==> src/rtl/eth_ts_frame_gen.sv <==
// Free-running Ethernet test-frame generator: fixed-length frames carrying a
// sequence number and a transmit timestamp, emitted as 64-bit AXI-Stream beats.
module eth_ts_frame_gen #(
  parameter int unsigned FRAME_WORDS = 8,
  parameter logic [7:0]  LAST_KEEP   = 8'hFF,
  parameter int unsigned GAP_CYCLES  = 0,
  parameter logic [47:0] DST_MAC     = 48'hFFFF_FFFF_FFFF,
  parameter logic [47:0] SRC_MAC     = 48'h0200_0000_0001,
  parameter logic [15:0] ETHERTYPE   = 16'h88B5
) (
  input  logic        clk156,
  input  logic        aresetn,
  input  logic        enable,
  output logic        m_axis_tx_tvalid,
  input  logic        m_axis_tx_tready,
  output logic [63:0] m_axis_tx_tdata,
  output logic [7:0]  m_axis_tx_tkeep,
  output logic        m_axis_tx_tlast,
  output logic        m_axis_tx_tuser,
  output logic [31:0] frame_count,
  output logic        busy
);

  localparam logic [7:0]  LAST_IDX = 8'(FRAME_WORDS - 1);
  localparam logic [15:0] GAP_LAST = 16'(GAP_CYCLES - 1);
  localparam bit          HAS_GAP  = (GAP_CYCLES > 0);

  typedef enum logic [1:0] {IDLE = 2'd0, SEND = 2'd1, GAP = 2'd2} state_t;

  state_t      state;
  state_t      state_next;
  logic [1:0]  rst_sync;
  logic        rst_n;
  logic [63:0] ts;
  logic [63:0] ts_cap;
  logic [31:0] seq;
  logic [7:0]  beat_idx;
  logic [7:0]  beat_nxt;
  logic [15:0] gap_cnt;
  logic        hs;
  logic        last_hs;

  // Fields are assembled big-endian (wire byte 0 in the MSBs), then flipped so
  // that wire byte n lands in tdata[8n+7:8n].
  function automatic logic [63:0] wire_order(input logic [63:0] be);
    logic [63:0] w;
    w = 64'h0;
    for (int n = 0; n < 8; n++) w[8*n +: 8] = be[63-8*n -: 8];
    return w;
  endfunction

  function automatic logic [63:0] beat_word(input logic [7:0]  idx,
                                            input logic [31:0] s,
                                            input logic [63:0] tc);
    logic [63:0] be;
    case (idx)
      8'd0:    be = {DST_MAC, SRC_MAC[47:32]};
      8'd1:    be = {SRC_MAC[31:0], ETHERTYPE, 16'h0000};
      8'd2:    be = {s, 32'h0000_0000};
      8'd3:    be = tc;
      default: be = 64'h0;
    endcase
    return wire_order(be);
  endfunction

  function automatic logic [7:0] beat_keep(input logic [7:0] idx);
    return (idx == LAST_IDX) ? LAST_KEEP : 8'hFF;
  endfunction

  // Assertion is immediate; release is delayed by two flops.
  always_ff @(posedge clk156 or negedge aresetn) begin
    if (!aresetn) rst_sync <= 2'b00;
    else          rst_sync <= {rst_sync[0], 1'b1};
  end

  assign rst_n           = rst_sync[1];
  assign m_axis_tx_tuser = 1'b0;
  assign frame_count     = seq;
  assign hs              = m_axis_tx_tvalid & m_axis_tx_tready;
  assign last_hs         = hs && (beat_idx == LAST_IDX);
  assign beat_nxt        = beat_idx + 8'd1;

  always_ff @(posedge clk156 or negedge rst_n) begin
    if (!rst_n) ts <= 64'h0;
    else        ts <= ts + 64'd1;
  end

  always_ff @(posedge clk156 or negedge rst_n) begin
    if (!rst_n) state <= IDLE;
    else        state <= state_next;
  end

  always_comb begin
    state_next = state;
    case (state)
      IDLE:    if (enable) state_next = SEND;
      SEND:    if (last_hs) state_next = HAS_GAP ? GAP : IDLE;
      GAP:     if (gap_cnt == GAP_LAST) state_next = IDLE;
      default: state_next = IDLE;
    endcase
  end

  always_ff @(posedge clk156 or negedge rst_n) begin
    if (!rst_n) begin
      m_axis_tx_tvalid <= 1'b0;
      m_axis_tx_tdata  <= 64'h0;
      m_axis_tx_tkeep  <= 8'h00;
      m_axis_tx_tlast  <= 1'b0;
      busy             <= 1'b0;
      beat_idx         <= 8'd0;
      gap_cnt          <= 16'd0;
      ts_cap           <= 64'h0;
      seq              <= 32'd0;
    end else begin
      busy <= (state_next != IDLE);
      case (state)
        IDLE: begin
          if (enable) begin
            m_axis_tx_tvalid <= 1'b1;
            m_axis_tx_tdata  <= beat_word(8'd0, seq, ts_cap);
            m_axis_tx_tkeep  <= beat_keep(8'd0);
            m_axis_tx_tlast  <= (LAST_IDX == 8'd0);
            beat_idx         <= 8'd0;
          end
        end
        SEND: begin
          if (hs) begin
            if (beat_idx == 8'd0) ts_cap <= ts;
            if (last_hs) begin
              m_axis_tx_tvalid <= 1'b0;
              m_axis_tx_tdata  <= 64'h0;
              m_axis_tx_tkeep  <= 8'h00;
              m_axis_tx_tlast  <= 1'b0;
              seq              <= seq + 32'd1;
              gap_cnt          <= 16'd0;
            end else begin
              // ts_cap is already valid here: beat 3 loads at least two edges after beat 0.
              beat_idx         <= beat_nxt;
              m_axis_tx_tdata  <= beat_word(beat_nxt, seq, ts_cap);
              m_axis_tx_tkeep  <= beat_keep(beat_nxt);
              m_axis_tx_tlast  <= (beat_nxt == LAST_IDX);
            end
          end
        end
        GAP:     gap_cnt <= gap_cnt + 16'd1;
        default: ;
      endcase
    end
  end

endmodule

==> config.mk <==
export PLATFORM = sky130hd
export DESIGN_NAME = eth_ts_frame_gen
export DESIGN_NICKNAME = d
export VERILOG_FILES = /design/src/rtl/eth_ts_frame_gen.sv
export SDC_FILE = /design/constraint.sdc
export NUM_CORES = 1
export LEC_CHECK = 0
export ABC_AREA = 0
export CAP_MARGIN = 0
export CORE_ASPECT_RATIO = 0.9
export CORE_MARGIN = 1.5
export CORE_UTILIZATION = 62
export CTS_CLUSTER_SIZE = 40
export DETAILED_ROUTE_END_ITERATION = 16
export GPL_TIMING_DRIVEN = 0
export PLACE_DENSITY_LB_ADDON = 0.08
export SKIP_CTS_REPAIR_TIMING = 1
export SYNTH_ARGS = -nofsm -noshare
export SYNTH_HDL_FRONTEND = slang
export SYNTH_SLANG_ARGS = --single-unit
export TNS_END_PERCENT = 10
==> constraint.sdc <==
create_clock -name clk156 -period 11.53 [get_ports clk156]
set_clock_uncertainty 0.05 [all_clocks]
set_input_delay 2.306 -clock clk156 [delete_from_list [all_inputs] [get_ports clk156]]
set_output_delay 2.306 -clock clk156 [all_outputs]
set_load 0.05 [all_outputs]
After elaboration in Yosys (flattened, before gate mapping)

Cells that the tools add are included.

Bits in registers: 263
Output and inout bits: 108
Bits of input ports: 4
Word-level logic and storage cells: 70

Reduce and logical (&&, ||, !) cells: 13
Eq/ne operators: 12
Bitwise operators: 1
$add $sub $neg: 4
Muxes and demuxes: 28

Operators by type and width:

| operator                                                        | count |
|---|---|
| 64-bit one-hot mux with 4 select lines                          | 1 |
| 64-bit two-way mux                                              | 3 |
| 64-bit one-hot mux with 2 select lines                          | 1 |
| 64-bit by 1-bit adder with 64-bit output, second input constant | 1 |
| 8-bit two-way mux                                               | 6 |
| 32-bit by 1-bit adder with 32-bit output, second input constant | 1 |
| 16-bit two-way mux                                              | 2 |
| 16-bit one-hot mux with 2 select lines                          | 1 |
| 8-bit one-hot mux with 2 select lines                           | 2 |
| 16-bit by 1-bit adder with 16-bit output, second input constant | 1 |
| 16-bit == test, second input constant                           | 1 |
| 8-bit by 2-bit == test with 1-bit output, second input constant | 2 |
| 8-bit by 3-bit == test with 1-bit output, second input constant | 2 |
| 8-bit logical NOT                                               | 2 |
| 3-bit AND reduction                                             | 4 |
| 8-bit by 1-bit adder with 8-bit output, second input constant   | 1 |
| 8-bit by 1-bit == test with 1-bit output, second input constant | 1 |
| 2-bit inequality test, second input constant                    | 4 |
| 4-bit AND reduction                                             | 2 |
| 1-bit two-way mux                                               | 6 |
| 2-bit two-way mux                                               | 3 |
| 2-bit one-hot mux with 3 select lines                           | 1 |
| 2-bit nonzero test                                              | 3 |
| 1-bit one-hot mux with 2 select lines                           | 2 |
| other kinds (5)                                                 | 5 |

Depth between registers and ports, before layout

Depth in word-level cells: 6
Mapped depth: 10
Depth with buffers taken out: 7

Worst setup path after synthesis

OpenSTA, ideal clock, no wires.

Path type: input -> register
Start: input port m_axis_tx_tready
End: register seq[24], in the netlist frame_count[24]
Slack: 7.504 ns
Data required time: 11.398 ns
Library setup time: 0.082 ns
Stages on the path: 7
Data arrival time: 3.893 ns
Cells stage by stage: nand3b_1 -> or3_4 -> buf_6 -> or3_4 -> buf_6 -> nor3_2 -> xor2_1

Cells in the longest elaborated chain, start to end: 3

RTL lines:

| what                              | line | source |
|---|---|---|
| start: declaration                | 15   | `input logic m_axis_tx_tready,` |
| 1-bit AND (*)                     | 79   | `assign hs = m_axis_tx_tvalid & m_axis_tx_tready;` |
| 1-bit logical AND                 | 80   | `assign last_hs = hs && (beat_idx == LAST_IDX);` |
| 3-bit AND reduction (no line) (*) | -    |  |
| end signal: assignment            | 134  | `seq <= seq + 32'd1;` |
| end: declaration                  | 36   | `logic [31:0] seq;` |

Every way passes the cells marked *; elsewhere a longest branch is shown, timed or not.
A chain may end at the register's enable or synchronous reset.

Worst setup path in the final report

Start: input port m_axis_tx_tready
End: register ts_cap[33]

Cells in the longest elaborated chain, start to end: 2

RTL lines:

| what                          | line | source |
|---|---|---|
| 1-bit AND                     | 79   |  |
| 3-bit AND reduction (no line) | -    |  |
| end signal: assignment        | 128  | `if (beat_idx == 8'd0) ts_cap <= ts;` |
| end: declaration              | 35   | `logic [63:0] ts_cap;` |

Every way passes these cells.

==> impl_metrics.sql <==
INSERT INTO impl_metrics (metric_group, metric, value, unit) VALUES
('sta', 'layout_min_cycle_time', '4.57', 'ns'),
('yosys', 'synth_xor_area_share', '8.06', '%'),
('grt', 'grt_max_degree', '72', ''),
('floorplan', 'io_pins', '112', ''),
('floorplan', 'coreArea', '18500', 'µm²'),
('setup_path', 'critical_path_data_required_time', '11.90', 'ns'),
('power', 'power_density', '230', 'nW/µm²'),
('drt', 'total_drc_errors_in_the_routed_layout', '0', ''),
('power', 'leakage', '6.20', 'nW'),
('drt', 'drtAntennaViolNets', '0', ''),
('outcome', 'outcome', 'finished clean', ''),
('drt', 'detailroute.via_count', '8841', ''),
('clock_tree', 'clock_tree_from_tritoncts', 'yes', ''),
('yosys', 'synthMuxAreaShare', '5.34', '%'),
('drt', 'totalWireLength', '27.7', 'mm'),
('yosys', 'syn-cell-area', '11700', 'µm²'),
('floorplan', 'die_width', '148', 'µm'),
('yosys', 'synth_cell_types', '64', ''),
('floorplan', 'initial_core_utilization', '63.5', '%'),
('yosys', 'count_of_warnings_emitted_by_yosys', '0', ''),
('yosys', 'yosys.area_share.adder', '0.747', '%'),
('yosys', 'synth_area_per_cell', '11.3', 'µm²'),
('yosys', 'synth-seq-cells', '256', ''),
('yosys', 'synth_nets', '1046', ''),
('floorplan', 'fp_rows', '47', ''),
('floorplan', 'die_area', '19800', 'µm²'),
('grt', 'grt-ovfl-total', '0', ''),
('setup_path', 'critPathBufInv', '3', ''),
('setup_path', 'crit_chain', 'clkdlybuf4s50_1 > nand3b_1 > nor2_1 > nand4b_1 > clkbuf_1 > clkbuf_1 > mux2_2', ''),
('place', 'pre_cts_ws', '6.41', 'ns'),
('place', 'post-place-cells', '1393', ''),
('setup_path', 'cp_max_stage_cell', 'sky130_fd_sc_hd__clkbuf_1', ''),
('job', 'max_cap_violations', '0', ''),
('sta', 'fin_tns_setup', '0', 'ns'),
('drt', 'drt-wirelength-per-cell', '19.2', 'µm'),
('yosys', 'yosysTopAreaCell', 'sky130_fd_sc_hd__dfrtp_1', ''),
('final_layout', 'nNetsFinal', '1189', ''),
('final_layout', 'insertedDiodeCount', '0', ''),
('sta', 'maxClockFrequency', '0.219', 'GHz'),
('sta', 'timing.slew.headroom', '6.02', '%'),
('min_path', 'type_of_the_worst_min_delay_path', 'reg -> reg', ''),
('yosys', 'netlist_top_cells_area', 'sky130_fd_sc_hd__dfrtp_1 (55%), sky130_fd_sc_hd__mux2_2 (5.1%), sky130_fd_sc_hd__o211ai_1 (4.4%)', ''),
('sta', 'finalCritPeriodShare', '39.6', '%'),
('setup_path', 'path_class', 'in -> reg', ''),
('grt', 'grtUsageTotal', '28.4', '%'),
('clock_tree', 'clk_root_buffer_cell', 'sky130_fd_sc_hd__clkbuf_16', ''),
('place', 'globalplace.congestion', '0.860', ''),
('yosys', 'yosys_most_used_dff', 'sky130_fd_sc_hd__dfrtp_1', ''),
('sta', 'rsz0062_at_grt', 'no', ''),
('drt', 'drt_iter0_markers', '706', ''),
('place', 'portBuffers', '110', ''),
('clock_tree', 'ctsLongestPathBuffers', '3', ''),
('final_layout', 'area_growth_syn_to_layout', '21.1', '%'),
('final_layout', 'share_of_final_layout_standard_cells_stronger_than_drive_strength_1', '15.0', '%'),
('yosys', 'yosys.cell_count.top_type', 'sky130_fd_sc_hd__dfrtp_1', ''),
('yosys', 'synth.cells.most_frequent', 'sky130_fd_sc_hd__dfrtp_1 (256), sky130_fd_sc_hd__o211ai_1 (69), sky130_fd_sc_hd__nand2_1 (67)', ''),
('grt', 'grt_pass1_wl', '44.9', 'mm'),
('setup_path', 'critical_path.startpoint_type', 'primary input', ''),
('yosys', 'synth_compound_gate_area_share', '14.1', '%'),
('floorplan', 'die-height', '133', 'µm'),
('sta', 'final_hold_viol_count', '0', ''),
('drt', 'drt-vias-per-instance', '6.12', ''),
('setup_path', 'kind_of_cell_adding_the_most_delay_to_the_critical_path', 'buffers and inverters', ''),
('yosys', 'synth_top_family_by_area', 'compound AO/OA/AOI/OAI gates', ''),
('yosys', 'postSynthCellCount', '1035', ''),
('yosys', 'synth-edff-count', '0', ''),
('grt', 'antenna_violations_before_repair', '1', ''),
('clock_tree', 'cts-buffers-inserted', '27', ''),
('place', 'hpwlAfterDp', '19.4', 'mm'),
('clock_tree', 'number_of_sinks_on_the_clock_net', '256', ''),
('grt', 'number_of_global_route_vias_before_repair', '8445', '');
-- sequential cells by signal (all words and copies together) (netlist names) --
signal	count
m_axis_tx_tdata	64
ts	64
ts_cap	64
frame_count	32
gap_cnt	16
beat_idx	8
rst_sync	2
state	2
busy	1
m_axis_tx_tkeep	1
m_axis_tx_tlast	1
m_axis_tx_tvalid	1
-- per-layer routing --
metal	global-route usage (%)	wire length, µm	vias up
met5	0	0	-
met4	7.15	599	0
met3	4.59	1630	48
met2	44.5	12800	289
met1	41.8	12600	4416
li1	-	-	4088
-- worst reg2reg max path, cell delays in order, from the launching register on --
cell and delay, ns:
sky130_fd_sc_hd__dfrtp_1 0.53, sky130_fd_sc_hd__ha_1 0.30, sky130_fd_sc_hd__nand2_1 0.11, sky130_fd_sc_hd__nor3_1 1.11
sky130_fd_sc_hd__o21a_1 0.31, sky130_fd_sc_hd__and3_1 0.17, sky130_fd_sc_hd__clkbuf_1 0.35, sky130_fd_sc_hd__buf_2 0.33
sky130_fd_sc_hd__a22o_1 0.17
-- power breakdown --
group	switching, mW	internal [mW]
clock network	0.359	0.574
registers	0.114	1.03
logic	0.777	0.410
-- worst paths after layout --
kind,slack [ns],end,cells after the start,from
max in group asynchronous,9.43,rst_sync[1]$_DFF_PN0_,1,aresetn
worst max register to register,8.04,m_axis_tx_tdata[55]$_DFFE_PN0P_,8,beat_idx[1]$_DFFE_PN0P_
worst min register to register,0.31,rst_sync[1]$_DFF_PN0_,0,rst_sync[0]$_DFF_PN0_
worst max-delay path,6.96,ts_cap[33]$_DFFE_PN0P_,7,m_axis_tx_tready
worst min-delay path,0.31,rst_sync[1]$_DFF_PN0_,0,rst_sync[0]$_DFF_PN0_
min in group asynchronous,0.32,m_axis_tx_tdata[52]$_DFFE_PN0P_,0,rst_sync[1]$_DFF_PN0_
-- cells by family after synthesis --
kind of cell / count (synthesis)
and+or+nand+nor: 298
DFF: 256
AOI/OAI and AO/OA: 214
xor gates and xnor gates: 108
buffers and inverters: 94
muxes: 56
adders and majority gates: 7
other: 2
-- through the flow --
stage	total power, mW	area [µm²]	utilization (%)
after detailed placement	2.33	13200	71.6
after CTS	3.26	14200	76.9
after global routing	3.39	14200	76.9
after global placement	2.31	13100	71.2
after floorplan	1.95	11700	-
final	3.26	14200	76.9
-- layout by cell type, fill, tap and decap left out, types with 3 or more instances in the layout --
cell	netlist	final
sky130_fd_sc_hd__nor3_1	28	28
sky130_fd_sc_hd__xnor2_1	58	58
sky130_fd_sc_hd__buf_4	8	8
sky130_fd_sc_hd__buf_2	7	7
sky130_fd_sc_hd__nand2b_1	4	4
sky130_fd_sc_hd__a22o_1	17	17
sky130_fd_sc_hd__and4_1	9	9
sky130_fd_sc_hd__xor2_1	50	50
sky130_fd_sc_hd__buf_6	3	3
sky130_fd_sc_hd__o31ai_1	4	4
sky130_fd_sc_hd__clkbuf_1	51	56
sky130_fd_sc_hd__dfrtp_1	256	255
sky130_fd_sc_hd__nor4_1	9	9
sky130_fd_sc_hd__clkdlybuf4s50_1	0	110
sky130_fd_sc_hd__clkbuf_8	0	8
sky130_fd_sc_hd__a221o_1	4	4
sky130_fd_sc_hd__o221a_2	37	37
sky130_fd_sc_hd__o211ai_1	69	69
sky130_fd_sc_hd__nand2_1	67	67
sky130_fd_sc_hd__buf_16	0	3
sky130_fd_sc_hd__or2_2	3	3
sky130_fd_sc_hd__ha_1	7	7
sky130_fd_sc_hd__buf_1	4	4
sky130_fd_sc_hd__inv_1	20	20
sky130_fd_sc_hd__a31o_2	5	5
sky130_fd_sc_hd__nor3b_1	3	3
sky130_fd_sc_hd__nor3_2	4	4
sky130_fd_sc_hd__o21ai_0	23	23
sky130_fd_sc_hd__clkbuf_16	0	27
sky130_fd_sc_hd__bufinv_16	0	4
sky130_fd_sc_hd__and3_1	13	13
sky130_fd_sc_hd__nand3_1	45	45
sky130_fd_sc_hd__nand4_1	39	39
sky130_fd_sc_hd__mux2i_1	3	3
sky130_fd_sc_hd__nor2_1	50	50
sky130_fd_sc_hd__nor2b_1	5	5
sky130_fd_sc_hd__mux2_2	53	53
sky130_fd_sc_hd__clkinv_2	0	3
sky130_fd_sc_hd__a21oi_1	34	34
-- final cells by class --
type / count / area (µm²)
Buffer: 74 / 340
Multi-Input combinational cell: 685 / 4910
Fill cell: 1287 / 4260
Inverter: 20 / 75.1
Clock buffer: 40 / 805
Timing Repair Buffer: 114 / 1190
Clock inverter: 10 / 170
Sequential cell: 256 / 6410
Tap cell: 245 / 307
Note: power is estimated with default switching activity, not from simulation.
